<file path="config.mk">
export PLATFORM = sky130hd
export DESIGN_NAME = mux_nway_stream
export DESIGN_NICKNAME = d
export VERILOG_FILES = /design/src/rtl/mux_nway_stream.sv
export SDC_FILE = /design/constraint.sdc
export NUM_CORES = 1
export LEC_CHECK = 0
export BUFFER_PORTS_ARGS = -buffer_cell sky130_fd_sc_hd__buf_2
export CORE_MARGIN = 1.5
export CORE_UTILIZATION = 32
export DETAILED_ROUTE_END_ITERATION = 10
export GPL_TIMING_DRIVEN = 1
export HOLD_SLACK_MARGIN = 0.08
export PLACE_DENSITY = 0.75
export SLEW_MARGIN = 20
export SYNTH_ARGS = -nofsm -noshare
export SYNTH_HDL_FRONTEND = slang
export SYNTH_SLANG_ARGS = --single-unit
export TNS_END_PERCENT = 10
</file>
<file path="constraint.sdc">
create_clock -name clk -period 1.46 [get_ports clk]
set_input_delay 0.219 -clock clk [delete_from_list [all_inputs] [get_ports clk]]
set_output_delay 0.219 -clock clk [all_outputs]
set_load 0.01 [all_outputs]
</file>
<file path="src/rtl/mux_nway_stream.sv">
// Registered N-way valid/ready stream mux; fixed select, plus round-robin arbitration when MUX_NWAY_RR_EN is defined.
// Latency: 1 cycle from input accept to out_data/out_valid/out_chan.
// Backpressure: one output slot; the granted in_ready is !out_valid | out_ready, so a stall freezes the held word.
module mux_nway_stream #(
    parameter int  WIDTH    = 16,
    parameter int  CHANNELS = 4,
    localparam int SEL_W    = $clog2(CHANNELS)
) (
    input  logic                      clk,
    input  logic                      reset,
    input  logic [CHANNELS*WIDTH-1:0] in_data,
    input  logic [CHANNELS-1:0]       in_valid,
    output logic [CHANNELS-1:0]       in_ready,
    input  logic [SEL_W-1:0]          sel,
`ifdef MUX_NWAY_RR_EN
    input  logic                      rr_mode,
`endif
    output logic [WIDTH-1:0]          out_data,
    output logic                      out_valid,
    input  logic                      out_ready,
    output logic [SEL_W-1:0]          out_chan
);

    typedef enum logic {
        EMPTY = 1'b0,
        FULL  = 1'b1
    } slot_t;

    slot_t            state;
    slot_t            state_nxt;
    logic             can_load;
    logic             sel_ok;
    logic             grant_vld;
    logic [SEL_W-1:0] grant;
    logic [WIDTH-1:0] grant_data;
    logic             xfer;

    assign out_valid = (state == FULL);
    assign can_load  = (state == EMPTY) || out_ready;
    // Non-power-of-2 channel counts leave select codes with no channel behind them.
    assign sel_ok    = ({1'b0, sel} < (SEL_W+1)'(CHANNELS));

`ifdef MUX_NWAY_RR_EN
    logic [SEL_W-1:0] last;
    logic             rr_found;
    logic [SEL_W-1:0] rr_grant;

    // Search upward from last+1, wrapping, so the previous winner has lowest priority.
    always_comb begin
        int               c;
        logic [SEL_W-1:0] idx;
        rr_found = 1'b0;
        rr_grant = '0;
        c        = 0;
        idx      = '0;
        for (int i = 1; i <= CHANNELS; i++) begin
            c = int'(last) + i;
            if (c >= CHANNELS) begin
                c = c - CHANNELS;
            end
            idx = SEL_W'(c);
            if (!rr_found && in_valid[idx]) begin
                rr_found = 1'b1;
                rr_grant = idx;
            end
        end
    end
`endif

    always_comb begin
        grant_vld = sel_ok;
        grant     = sel;
`ifdef MUX_NWAY_RR_EN
        if (rr_mode) begin
            grant_vld = rr_found;
            grant     = rr_grant;
        end
`endif
    end

    always_comb begin
        grant_data = '0;
        in_ready   = '0;
        for (int k = 0; k < CHANNELS; k++) begin
            if (grant == SEL_W'(k)) begin
                grant_data = in_data[k*WIDTH +: WIDTH];
                in_ready[k] = !reset && grant_vld && can_load;
            end
        end
    end

    assign xfer = |(in_valid & in_ready);

    always_comb begin
        state_nxt = state;
        if (xfer) begin
            state_nxt = FULL;
        end else if (out_ready) begin
            state_nxt = EMPTY;
        end
    end

    always_ff @(posedge clk) begin
        if (reset) begin
            state    <= EMPTY;
            out_data <= '0;
            out_chan <= '0;
        end else begin
            state <= state_nxt;
            if (xfer) begin
                out_data <= grant_data;
                out_chan <= grant;
            end
        end
    end

`ifdef MUX_NWAY_RR_EN
    // Reset to the top channel so channel 0 wins the first arbitration.
    always_ff @(posedge clk) begin
        if (reset) begin
            last <= SEL_W'(CHANNELS - 1);
        end else if (rr_mode && xfer) begin
            last <= grant;
        end
    end
`endif

endmodule

</file>
Word level (Yosys, flattened, before mapping)
Cells that the tools add are included.
W data, S select, Z words.
{"block": "word_totals", "register_bits": 19, "in_bits": 73, "out_inout_bits": 23, "word_cells": 24}
{"block": "classes", "n_eq_ne": 3, "muxes": 10, "n_bitwise": 2, "reduce_logical": 6}
{"operator": "$mux W16", "n": 4}
{"operator": "$mux W1", "n": 6}
{"operator": "$and A4 B4 Y4", "n": 1}
{"operator": "$eq A2 B2 Y1 const B", "n": 2}
{"operator": "$reduce_or A4 Y1", "n": 1}
{"operator": "$eq A2 B1 Y1 const B", "n": 1}
{"operator": "$logic_not A2 Y1", "n": 1}
{"operator": "$reduce_bool A2 Y1", "n": 1}
{"operator": "$logic_and A1 B1 Y1", "n": 1}
{"operator": "$logic_not A1 Y1", "n": 1}
{"operator": "$logic_or A1 B1 Y1", "n": 1}
{"operator": "$not A1 Y1", "n": 1}

Logic depth before layout (Yosys ltp)
{"block": "depth", "depth_word": 7, "ltp_mapped": 7, "mapped_depth_nobuf": 4}

Worst setup path before layout
OpenSTA, ideal clock, no wires.
{"block": "synth_timing", "path_type": "input to register", "start": "in sel[0]", "end": "reg out_data[10]", "setup_time_ns": 0.117, "arrival_time_ns": 1.444, "required_ns": 1.343, "setup_slack_ns": -0.101, "stages": 5, "path_buffers": 2, "cell_sequence": "buf_6 dlygate4sd1_1 mux4_2 mux2i_1 nor2_1"}
{"block": "synth_between", "elab_chain_len": 5, "elab_cells_between_ends": 14, "cone_classes": "eq/ne: 3; mux: 8; bitwise: 1; reduce/logical: 2"}
{"item": "start: declaration", "line_no": "14", "source": "input logic [SEL_W-1:0] sel,"}
{"item": "$logic_not A2 Y1", "line_no": "85", "source": "if (grant == SEL_W'(k)) begin"}
{"item": "$mux W16 (4 in a row)", "line_no": "85"}
{"item": "end signal: assignment", "line_no": "111", "source": "out_data <= grant_data;"}
{"item": "end: declaration", "line_no": "18", "source": "output logic [WIDTH-1:0] out_data,"}
Several ways; a longest one is shown, not always the timed one.
A chain may end at the register's enable or synchronous reset.

Worst setup path in the final report
{"block": "layout_timing", "start": "reg state (netlist: out_valid)", "end": "out in_ready[1]"}
{"block": "layout_between", "elab_chain_len": 4}
{"item": "start: declaration", "line_no": "29", "source": "slot_t state;"}
{"item": "start signal: assignment", "line_no": "109", "source": "state <= state_nxt;"}
{"item": "$not A1 Y1", "line_no": "39", "source": "assign can_load = (state == EMPTY) || out_ready;"}
{"item": "$logic_or A1 B1 Y1", "line_no": "39"}
{"item": "$logic_and A1 B1 Y1", "line_no": "87", "source": "in_ready[k] = !reset && grant_vld && can_load;"}
{"item": "$mux W1", "line_no": "85"}
{"item": "end: declaration", "line_no": "13", "source": "output logic [CHANNELS-1:0] in_ready,"}
Every way passes these cells.

==> flow_summary.ini <==
[grt]
track_usage = 0.1380
antenna_found_initial = 0
grt_remaining_overflow = 0
grt_start_max_net_pins = 24
grt_pass1_vias = 1125
grt_pass1_wl_um = 4671

[critical_path]
r2r_slack_ps = 90
timing.rr.start = out_valid
critPathLaunchType = flop
arrival_ps = 1300
rr_endpoint = out_data[7]
reg2regPathDepth = 6
critPathKind = reg2out
required_ps = 1240
cp-end-kind = output pin
critPathMaxFanout = 5

[run_status]
status = finished with violations
violations = setup timing

[cells_and_area]
nFillCells = 354
instances_no_fill = 243
regArea_um2 = 381.6
drive_gt1_frac = 0.6308
stdcell_area_um2 = 1827
nets = 269
multi_input_area_um2 = 794.5
n_antenna_cell = 0
area_growth_pct = 44.84

[clock_tree]
cts_sinks = 19
holdBufCountCts = 0
clock_latency_ps = 250
root_buffer = clkbuf_8
cts_made_buffers = 3
clockBufferDepth = 2
htreeDepth = 1
cts_tree = done
clk_pin_slew_ps = 70

[synth]
syn_avg_cell_area_um2 = 12.74
yosysSeqAreaShare = 0.3016
synth_warnings = 0
synth-async-reset-ratio = 0
netlist_top_cells_area = dfxtp_1 (30%), mux4_2 (20%), mux2i_1 (16%), mux4_1 (13%), nor2_1 (5.4%)
synth_flop_cell = dfxtp_1
synth_top_area_frac = 0.3016
synth_cell_types = 20
synth-seq-cells = 19
synth_top_cell_by_area = dfxtp_1
syn_area_um2 = 1261
syn_nets = 172
synthCells = 99
synth-edff-count = 0

[die]
core_area_um2 = 3716
initial_core_util = 0.3394
dieWidth_um = 65.78
die_h_um = 65.78
rows = 22
dieArea_um2 = 4327
ioPinCount = 96

[power_and_ir_drop]
netSwitchingFraction = 0.2659
power.net_switching_w = 0.0003585
p_leak_nw = 0.8990
clkPwrFrac = 0.265
p_comb_frac = 0.309
p_per_area_nw_per_um2 = 738.0
intPower_w = 0.0009897
worst_ir_drop_vdd_mv = 0.3087
total_power_w = 0.001348
seqPwrFrac = 0.426

[sta]
finalHoldViolCount = 0
finalSetupViolCount = 3
setup_slack_ps = -60.83
max_freq_ghz = 0.6575
worst-slew-pin-transition_ps = 282.9
min_period_ps = 1521
rsz0062_at_grt = true
skew_ps = 1.378
slew_headroom = 0.8114
post-route-period-util = 1.042
timing.final.max_slew_violations = 0

[hold_path]
hold_end = out_chan[1]
hold_path_class = in2reg
min-delay-start = in_valid[0]
holdPathStages = 4

[place]
placed_cell_area_um2 = 1730
place_inst = 237
place.gp.congestion = 0.6753
dpl.hpwl_um = 2427
port_buffers = 95

[detailed_routing]
drtIter0Drc = 62
detail_route.wl_per_cell_um = 13.10
drc = 0
vias_per_cell = 4.918
vias = 1195
drt_first_pass_iters = 4
detail-route-antenna-nets = 0
wl_um = 3184

[job]
maxCapViolCount = 0
[how the worst max path moves through the flow]
stage / startpoint / end / slack (ps) / cells past startpoint
final: out_valid / in_ready[1] / -60 / 4
after detailed placement: sel[0] / out_data[5] / -530 / 5
after CTS: out_valid / in_ready[2] / -190 / 5
after floorplan: sel[0] / out_data[3] / -80 / 7
after global routing: out_valid / in_ready[1] / -140 / 4
after global placement: sel[0] / out_data[2] / -500 / 5
[critical path, stage by stage (launching register included)]
cell and delay (ps):
dfxtp_2 330, nor2b_4 130, or2_4 270, nor3b_2 180, buf_2 150
[layer usage]
layer | track usage | vias up | wire, um | share of wire
met5 | 0 | - | 0 | 0
met4 | 0.04688 | 0 | 15 | 0.0047
met3 | 0.03918 | 2 | 350 | 0.11
met2 | 0.2513 | 63 | 1504 | 0.47
met1 | 0.1520 | 555 | 1314 | 0.41
li1 | - | 575 | - | -
[stage by stage]
stage	setup slack [ps]	TNS, ps	hold WS (ps)	utilization
global route	-136.5	-328.3	399.5	0.4916
CTS	-190.0	-532.0	355.0	0.4886
floorplan	-79.99	-725.8	440.1	-
global placement	-501.3	-7905	468.5	0.4657
detailed placement	-533.0	-8255	479.2	0.4657
finish	-60.83	-113.5	361.4	0.4916
[cell type report]
class | count | share of cell area
clock inverter | 1 | 0.002740
timing repair buffer | 102 | 0.2979
tap | 48 | 0.03288
multi-input combinational | 70 | 0.4349
clock buffer | 3 | 0.02260
sequential | 19 | 0.2089
[kinds of logic after synthesis]
kind of cell           share of synthesized area
buffers and inverters                    0.08730
DFF                                       0.3016
AOI/OAI and AO/OA                        0.02380
and+or+nand+nor                           0.1071
muxes                                     0.4802
[registers in the layout (all words and copies together), names as in the netlist]
register   flops
out_chan       2
out_data      16
out_valid      1
[timing repair]
item	CTS	global route
pin swaps	1	3
endpoints found under the setup margin	20	5
buffers inserted	1	2
gates resized for setup	5	1
[synth_stat cells (2+ instances only)]
library cell,n
nor3_1,3
nor3b_1,2
dfxtp_1,19
buf_6,4
nor2_1,18
o21ai_1,3
a21oi_1,2
mux2i_1,20
mux4_1,6
mux4_2,11
buf_2,2
[cells in the final DEF, fill, tap and decap left out]
cell,instances
buf_4,5
nor3b_2,2
or2_4,1
o21ai_0,1
dfxtp_1,18
nor2_1,18
a21oi_1,2
mux4_1,6
mux2i_1,20
buf_2,95
clkbuf_8,3
clkinv_2,1
buf_12,1
buf_6,1
nor2b_4,1
o21ai_1,3
nor3_1,3
dfxtp_2,1
nor3b_4,1
nor4bb_1,1
mux4_2,11
[power by group through the flow]
stage	Combinational (W)	Clock, W	Sequential [W]
detailed placement	0.000400	0	0.000585
global placement	0.000395	0	0.000584
CTS	0.000417	0.000375	0.000574
global route	0.000453	0.000395	0.000578
finish	0.000416	0.000358	0.000574
floorplan	0.000234	0	0.000602
(Power assumes the default switching activity.)
